`src/rtl/instr_fetch_pkg.sv`:
```
// Shared types and constants for the instruction-fetch stage.
package instr_fetch_pkg;

  typedef enum logic [1:0] {
    S_REQ  = 2'd0,
    S_WAIT = 2'd1,
    S_HOLD = 2'd2
  } fetch_state_e;

  localparam logic [31:0] NOP_INSTR = 32'h0000_0013;

  localparam logic [6:0] OP_R      = 7'b0110011;
  localparam logic [6:0] OP_I      = 7'b0010011;
  localparam logic [6:0] OP_LOAD   = 7'b0000011;
  localparam logic [6:0] OP_STORE  = 7'b0100011;
  localparam logic [6:0] OP_BRANCH = 7'b1100011;
  localparam logic [6:0] OP_LUI    = 7'b0110111;
  localparam logic [6:0] OP_AUIPC  = 7'b0010111;
  localparam logic [6:0] OP_JAL    = 7'b1101111;
  localparam logic [6:0] OP_JALR   = 7'b1100111;

  function automatic logic [31:0] word_align(input logic [31:0] addr);
    return addr & ~32'h0000_0003;
  endfunction

endpackage

```
`src/rtl/instr_fetch_pc_reg.sv`:
```
// Program counter: holds the fetch address, steps by one word, or loads an aligned redirect target.
module instr_fetch_pc_reg
  import instr_fetch_pkg::*;
#(
  parameter logic [31:0] RESET_PC = 32'h0000_0000
) (
  input  logic        clk,
  input  logic        rst_n,
  input  logic        redirect_i,
  input  logic [31:0] redirect_pc_i,
  input  logic        advance_i,
  output logic [31:0] pc_o
);

  logic [31:0] pc_q;
  logic [31:0] pc_d;

  // Next PC: redirect beats sequential advance; wraps naturally mod 2^32.
  always_comb begin
    pc_d = pc_q;
    if (redirect_i) begin
      pc_d = word_align(redirect_pc_i);
    end else if (advance_i) begin
      pc_d = pc_q + 32'd4;
    end else begin
      pc_d = pc_q;
    end
  end

  // PC register.
  always_ff @(posedge clk or negedge rst_n) begin
    if (!rst_n) begin
      pc_q <= RESET_PC;
    end else begin
      pc_q <= pc_d;
    end
  end

  assign pc_o = pc_q;

endmodule

```
`src/rtl/instr_fetch.sv`:
```
// Instruction-fetch stage: one outstanding imem request, registered IF output, redirect with
// squash of the in-flight response.
module instr_fetch
  import instr_fetch_pkg::*;
#(
  parameter logic [31:0] RESET_PC = 32'h0000_0000,
  parameter int          XLEN     = 32
) (
  input  logic            clk,
  input  logic            rst_n,
  output logic            imem_req_valid,
  input  logic            imem_req_ready,
  output logic [XLEN-1:0] imem_addr,
  input  logic            imem_rsp_valid,
  input  logic [XLEN-1:0] imem_rdata,
  input  logic            redirect_valid,
  input  logic [XLEN-1:0] redirect_pc,
  input  logic            stall,
  output logic            if_valid,
  output logic [XLEN-1:0] if_instr,
  output logic [XLEN-1:0] if_pc,
  output logic [6:0]      opcode,
  output logic [2:0]      funct3,
  output logic [6:0]      funct7
);

  fetch_state_e state_q, state_d;
  logic         kill_q, kill_d;
  logic         req_valid_q, req_valid_d;
  logic         if_valid_q, if_valid_d;
  logic [31:0]  if_instr_q, if_instr_d;
  logic [31:0]  if_pc_q, if_pc_d;
  logic [31:0]  pc_s;
  logic         advance_s;
  logic         req_fire_s;

  assign req_fire_s = req_valid_q & imem_req_ready;

  instr_fetch_pc_reg #(
    .RESET_PC (RESET_PC)
  ) u_pc_reg (
    .clk           (clk),
    .rst_n         (rst_n),
    .redirect_i    (redirect_valid),
    .redirect_pc_i (redirect_pc),
    .advance_i     (advance_s),
    .pc_o          (pc_s)
  );

  // Fetch FSM next-state, kill tracking and IF register capture.
  always_comb begin
    state_d    = state_q;
    kill_d     = kill_q;
    if_valid_d = if_valid_q;
    if_instr_d = if_instr_q;
    if_pc_d    = if_pc_q;
    advance_s  = 1'b0;
    if (redirect_valid) begin
      if_valid_d = 1'b0;
      case (state_q)
        S_REQ: begin
          if (req_fire_s) begin
            state_d = S_WAIT;
            kill_d  = 1'b1;
          end else begin
            state_d = S_REQ;
            kill_d  = 1'b0;
          end
        end
        // A response arriving with the redirect is dropped here, so nothing is left to kill.
        S_WAIT: begin
          if (imem_rsp_valid) begin
            state_d = S_REQ;
            kill_d  = 1'b0;
          end else begin
            state_d = S_WAIT;
            kill_d  = 1'b1;
          end
        end
        S_HOLD: begin
          state_d = S_REQ;
          kill_d  = 1'b0;
        end
        default: begin
          state_d = S_REQ;
          kill_d  = 1'b0;
        end
      endcase
    end else begin
      case (state_q)
        S_REQ: begin
          if (req_fire_s) begin
            state_d = S_WAIT;
          end else begin
            state_d = S_REQ;
          end
        end
        S_WAIT: begin
          if (imem_rsp_valid && kill_q) begin
            kill_d  = 1'b0;
            state_d = S_REQ;
          end else if (imem_rsp_valid) begin
            if_instr_d = imem_rdata;
            if_pc_d    = pc_s;
            if_valid_d = 1'b1;
            advance_s  = 1'b1;
            state_d    = S_HOLD;
          end else begin
            state_d = S_WAIT;
          end
        end
        S_HOLD: begin
          if (!stall) begin
            if_valid_d = 1'b0;
            state_d    = S_REQ;
          end else begin
            state_d = S_HOLD;
          end
        end
        default: begin
          state_d    = S_REQ;
          kill_d     = 1'b0;
          if_valid_d = 1'b0;
        end
      endcase
    end
    req_valid_d = (state_d == S_REQ);
  end

  // FSM, kill flag, request-valid and IF output registers.
  always_ff @(posedge clk or negedge rst_n) begin
    if (!rst_n) begin
      state_q     <= S_REQ;
      kill_q      <= 1'b0;
      req_valid_q <= 1'b0;
      if_valid_q  <= 1'b0;
      if_instr_q  <= NOP_INSTR;
      if_pc_q     <= RESET_PC;
    end else begin
      state_q     <= state_d;
      kill_q      <= kill_d;
      req_valid_q <= req_valid_d;
      if_valid_q  <= if_valid_d;
      if_instr_q  <= if_instr_d;
      if_pc_q     <= if_pc_d;
    end
  end

  assign imem_req_valid = req_valid_q;
  assign imem_addr      = pc_s;
  assign if_valid       = if_valid_q;
  assign if_instr       = if_instr_q;
  assign if_pc          = if_pc_q;
  assign opcode         = if_instr_q[6:0];
  assign funct3         = if_instr_q[14:12];
  assign funct7         = if_instr_q[31:25];

endmodule

```
`config.mk`:
```
export PLATFORM = sky130hd
export DESIGN_NAME = instr_fetch
export DESIGN_NICKNAME = d
export VERILOG_FILES = /design/src/rtl/instr_fetch_pkg.sv /design/src/rtl/instr_fetch_pc_reg.sv /design/src/rtl/instr_fetch.sv
export SDC_FILE = /design/constraint.sdc
export NUM_CORES = 1
export LEC_CHECK = 0
export ABC_AREA = 1
export CORE_UTILIZATION = 40
export DETAILED_ROUTE_END_ITERATION = 7
export GPL_TIMING_DRIVEN = 0
export PLACE_DENSITY = 0.73
export SYNTH_ARGS = -nofsm -noshare
export SYNTH_HDL_FRONTEND = slang
export SYNTH_HIERARCHICAL = 1
export SYNTH_SLANG_ARGS = --single-unit
```
`constraint.sdc`:
```
create_clock -name clk -period 1.5 [get_ports clk]
set_input_delay 0.45 -clock clk [delete_from_list [all_inputs] [get_ports clk]]
set_output_delay 0.45 -clock clk [all_outputs]
set_load 0.01 [all_outputs]
```
After elaboration in Yosys (flattened, before gate mapping)
Cells that the tools add are included.
{"block": "word_totals", "out_inout_bits": 115, "reg_bits": 101, "wordCells": 52, "in_bits": 70}
{"block": "classes", "n_bitwise": 3, "n_eq_ne": 8, "n_addsub": 1, "n_mux": 25, "reduce_logical": 8}
{"operator": "two-way mux 32 bit", "count": 2}
{"operator": "adder 32 x 3 -> 32 bit (second input constant)", "count": 1}
{"operator": "two-way mux 1 bit", "count": 14}
{"operator": "inequality test 3 bit (second input constant)", "count": 4}
{"operator": "two-way mux 2 bit", "count": 4}
{"operator": "AND reduction 4 bit", "count": 2}
{"operator": "one-hot mux 1 bit (2 select lines)", "count": 3}
{"operator": "one-hot mux 2 bit (3 select lines)", "count": 1}
{"operator": "logical NOT 2 bit", "count": 2}
{"operator": "one-hot mux 1 bit (3 select lines)", "count": 1}
{"operator": "== test 2 x 1 -> 1 bit (second input constant)", "count": 1}
{"operator": "== test 2 bit (second input constant)", "count": 1}
{"operator": "inequality test 2 x 1 -> 1 bit (second input constant)", "count": 1}
{"operator": "inequality test 2 bit (second input constant)", "count": 1}
{"operator": "NOT 1 bit", "count": 2}
{"operator": "AND reduction 2 bit", "count": 1}
{"operator": "nonzero test 2 bit", "count": 1}
{"operator": "OR reduction 2 bit", "count": 1}
{"operator": "AND 1 bit", "count": 1}
{"operator": "logical AND 1 bit", "count": 1}

Longest topological paths before layout
{"block": "logic_depth", "word_depth": 6, "depth_mapped": 10, "ltp_nobuf": 9}

Hierarchy
The synthesis kept the hierarchy.
{"mod": "instr_fetch", "seq_area_each_um2": 1730.4, "cells_each": 323, "instances": 1, "area_each_um2": 2824.0}
{"mod": "instr_fetch_pc_reg", "seq_area_each_um2": 750.7, "cells_each": 311, "instances": 1, "area_each_um2": 2138.3}

Worst setup path before layout
OpenSTA, ideal clock, no wires.
{"block": "synth_timing", "kind": "input to register", "start": "in imem_rsp_valid", "end": "reg u_pc_reg.pc_q[4], in the netlist u_pc_reg/pc_o[4]", "setup_time_ns": 0.130, "t_arrival_ns": 1.483, "required_ns": 1.370, "path_buffers": 3, "path_slack_ns": -0.113, "stages": 10, "cell_sequence": "inv_1 nor2_1 nand3_2 inv_2 buf_2 nor2_1 buf_2 buf_2 nand2_1 o211ai_1"}
{"block": "synth_via", "elab_chain_cells": 5, "elab_cells_between_ends": 6, "classes_between": "mux (4); reduce/logical (2)"}
{"item": "from (decl)", "line": "instr_fetch.sv:14", "rtl": "input logic imem_rsp_valid,"}
{"item": "two-way mux 1 bit or logical AND 1 bit (tied branches)", "line": "instr_fetch.sv:102, instr_fetch.sv:99"}
{"item": "two-way mux 1 bit (*)", "line": "instr_fetch.sv:99", "rtl": "if (imem_rsp_valid && kill_q) begin"}
{"item": "two-way mux 1 bit (*)", "line": "instr_fetch.sv:90", "rtl": "case (state_q)"}
{"item": "two-way mux 1 bit (*)", "line": "instr_fetch.sv:58", "rtl": "if (redirect_valid) begin"}
{"item": "net advance_s", "line": "instr_fetch.sv:34", "rtl": "logic advance_s;"}
{"item": "nonzero test 2 bit (no source line) (*)"}
{"item": "to (signal assigned)", "line": "instr_fetch_pc_reg.sv:35", "rtl": "pc_q <= pc_d;"}
{"item": "to (decl)", "line": "instr_fetch_pc_reg.sv:15", "rtl": "logic [31:0] pc_q;"}
Mark *: on every way through the listed nets, which the timed path passes. The rest lies on a longest branch.
A chain may end at the register's enable or synchronous reset.

Worst setup path after layout
{"block": "layout_timing", "start": "reg u_pc_reg.pc_q[2], in the netlist u_pc_reg/pc_o[2]", "end": "reg u_pc_reg.pc_q[28], in the netlist u_pc_reg/pc_o[28]"}
{"block": "layout_via", "elab_chain_cells": 3}
{"item": "adder 32 x 3 -> 32 bit", "line": "instr_fetch_pc_reg.sv:24", "rtl": "pc_d = pc_q + 32'd4;"}
{"item": "two-way mux 32 bit", "line": "instr_fetch_pc_reg.sv:23", "rtl": "end else if (advance_i) begin"}
{"item": "two-way mux 32 bit", "line": "instr_fetch_pc_reg.sv:21", "rtl": "if (redirect_i) begin"}
Every way passes these cells. The select of a mux whose other input is x is not followed.

==> key figures <==
Die
  • Full die area: around 13000 um2
  • Core ar.: between 10000 and 15000 um2
  • Initial Util: between 40% and 50%
  • Io pins: ~190
  • Die height: around 110 um
  • DIE WIDTH: 113.4 um
  • Cell row count: 40

Pwr
  • Combinational Power Share: between 40% and 50%
  • Leak: between 4 and 5 nW
  • NetSw: between 0.004 and 0.005 W
  • VDD IR max: around 0.60 mV
  • Clock share of power: 19.3%
  • Reg power frac: a little over a third
  • Power Density: about 1500 nW/um2
  • Switching share of power: between 30% and 40%
  • Cell-internal power: 0.007953 W

Setup path
  • Worst path required time: roughly 1800 ps
  • CP Max Fanout: 5
  • Crit. End Element: flip-flop
  • Worst Setup Start Kind: flip-flop
  • WP data arrival: 1920 ps
  • Reg2reg path depth: 11
  • Crit Path Class: reg -> reg

Clocking
  • CTS tree: yes
  • Clock buffer count from CTS: 9
  • CTS Sinks: 99
  • Clk root buf: clkbuf_16
  • Clk_lat worst skew: approximately 340 ps
  • H-tree level count: 3
  • CTS max path bufs: 2
  • Clock slew at reported path FFs: 70 ps
  • # hold bufs at CTS: 0

Drt
  • Met1 WL: between 6000 and 7000 um
  • Uppermost routed layer: met4
  • Drt pass-1 iters: 6
  • Total length of routed met2 wires: just over 8000 um
  • Residual DRC: 0
  • Via count: ~5300
  • Met3 WL: 1138 um
  • DRT iter0 DRCs: 286
  • Final ANT Viol Nets: 0
  • Vias/cell: a little under 5
  • Drt wl/cell: around 16 um
  • Total Wirelength: 16730 um

Global routing
  • First-pass GRT wire length: 24810 um
  • Total GRT Usage: between 20 and 25%
  • Largest net degree at the start of global routing: between 60 and 70
  • Remaining Overflow, GRT: 0
  • Antenna violations before repair: 0
  • Vias in the first global route: 5118

Synth
  • Syn Inst Count: between 600 and 700
  • Post-synth ARST share: 100.0%
  • Number of synthesized flops with an enable pin: 0
  • Avg Synthesized Cell Area: 7.827 um2
  • YS warnings: 6
  • Post-Synthesis Cell Area: about 5000 um2
  • Synthesis-stage register bit count: 99
  • Post-synthesis cell type count: 27
  • Seq/Total Area, Yosys: 50.00%
  • Prevailing post-synth register cell: dfrtp_1

Flow run
  • Max Cap Viol: 0

STA
  • Final Hold Slack: between 80 and 90 ps
  • Final Cycle Share: 109.4%
  • Max_slew headroom: about 55%
  • Final Hold Vio Count: 0
  • Unrepaired setup endpoints after global routing: true
  • Worst-Margin Slew: 677.7 ps
  • Final setup vio count: 20
  • Pins Over Slew Limit: 0
  • Worst Slack Setup Final: -141.6 ps
  • Peak Freq: between 600 and 700 MHz
  • Min Clock Period, post-route: ~1600 ps
  • Final clock skew: 8.007 ps

Cells and area
  • Final Util: about 70%
  • Commonest non-fill, non-tap cell in the layout: nand2_1
  • Fill cells: between 900 and 1000
  • Diodes inserted: 0
  • Synthesis-to-layout area growth: 67.17%
  • Multi-input gate area: about 2400 um2
  • Commonest non-fill, non-tap cells in the layout: 297 x nand2_1, 71 x buf_4, 68 x dfrtp_1
  • Layout cell share with drive strength beyond 1: approximately 28%
  • Nets: approximately 970
  • FF/Latch Area: approximately 2500 um2

Min path
  • Worst Hold Class: in -> async

Placed design
  • DP HPWL: between 10000 and 15000 um
  • Post-Place Worst Slack: -911.9 ps
  • IO buf count: 180
  • Routability cong.: approximately 0.87

Outcome
  • Violated checks: setup timing
  • Status: finished with violations
worst max-delay path, stage by stage (launching register included):
cell	delay, ps
dfrtp_2	420
buf_12	110
ha_4	140
nand2_4	60
nor2_4	180
nand2_4	110
buf_4	150
nor2_4	100
nand2_1	70
nand2_1	80
nand3_1	90
nand2_1	60
final timing paths:
kind	start	to	slack (ps)
max	u_pc_reg/pc_o[2]$_DFFE_PN0N_	u_pc_reg/pc_o[28]$_DFFE_PN0N_	-140
min	rst_n	if_instr[22]$_DFFE_PN0P_	90
max reg2reg	u_pc_reg/pc_o[2]$_DFFE_PN0N_	u_pc_reg/pc_o[28]$_DFFE_PN0N_	-140
min reg2reg	if_pc[3]$_DFFE_PN0P_	if_pc[3]$_DFFE_PN0P_	470
max in group asynchronous	rst_n	if_instr[0]$_DFFE_PN1P_	670
min in group clk	if_pc[3]$_DFFE_PN0P_	if_pc[3]$_DFFE_PN0P_	470
state kept, by name (all words and copies together), names as in the netlist:
name / count
if_instr: 32
if_pc: 32
u_pc_reg/pc_o: 30
state_q: 2
if_valid: 1
imem_req_valid: 1
kill_q: 1
through the flow:
stage	total power [W]	instances	area (um2)	TNS [ps]
6_report	0.01215	1068	8295	-961.8
5_1_grt	0.01287	1068	8295	-2677
4_1_cts	0.01202	1066	7869	-298.8
3_5_place_dp	0.009459	984	7014	-57160
3_3_place_gp	0.009308	983	6989	-404420
2_1_floorplan	0.006507	635	4977	0
power by group through the flow:
stage	registers, W	logic [W]	clock network [W]
after floorplan	0.00474	0.00177	0
after global placement	0.00440	0.00491	0
after detailed placement	0.00444	0.00502	0
after CTS	0.00423	0.00543	0.00236
after global routing	0.00434	0.00603	0.00250
final	0.00424	0.00557	0.00234
routing by layer:
layer | vias up | track usage [%]
met5 | - | 0
met4 | 0 | 9.474
met3 | 35 | 4.835
met2 | 248 | 42.74
met1 | 2491 | 30.93
li1 | 2491 | -
logic make-up (layout without fill, tap and decap cells):
logic type      after synthesis  in the layout  synth area share (%)
compound gates               39             39                 5.295
xor+xnor                      5              5                0.8825
fa+ha+maj                     1              1                0.2521
buf+inv                      71            336                 8.321
flops                        99             99                 50.00
other cells                   1              2               0.07557
simple gates                418            418                 35.17
final cells by class:
cell class	instances	area share, %
flip-flops and latches	99	30.33
well taps	168	2.534
clock buffers	13	3.137
inverters	30	1.508
multi-input cells	465	28.73
clock inverters	2	0.4223
plain buffers	30	3.575
repair buffers	261	29.76
cell usage after synthesis (2+ instances only):
cell	n	share of area (%)
o21bai_1	7	1.1
o21ai_1	2	0.20
nand3_1	42	4.2
nand2_4	2	0.45
buf_4	20	3.0
nor2_4	7	1.6
buf_6	8	1.8
nor2_1	34	2.6
o211ai_1	2	0.30
o21ai_0	6	0.61
dfrtp_1	96	48
clkbuf_1	4	0.30
nand3b_1	2	0.30
buf_2	9	0.91
xor2_1	5	0.88
inv_1	28	2.1
inv_2	2	0.15
a22oi_1	18	2.7
and2_1	2	0.25
a21oi_1	4	0.40
nor2_2	8	1.0
dfstp_2	3	1.6
nand2_2	7	0.88
nand2_1	313	24
what timing repair did:
| item | CTS | global route |
|---|---|---|
| setup buffers | 76 | 10 |
| endpoints found under the setup margin | 203 | 120 |
| gates cloned | 1 | 3 |
| gates resized for setup | 268 | 125 |
| pin swaps | 7 | 28 |
(Power assumes the default switching activity.)
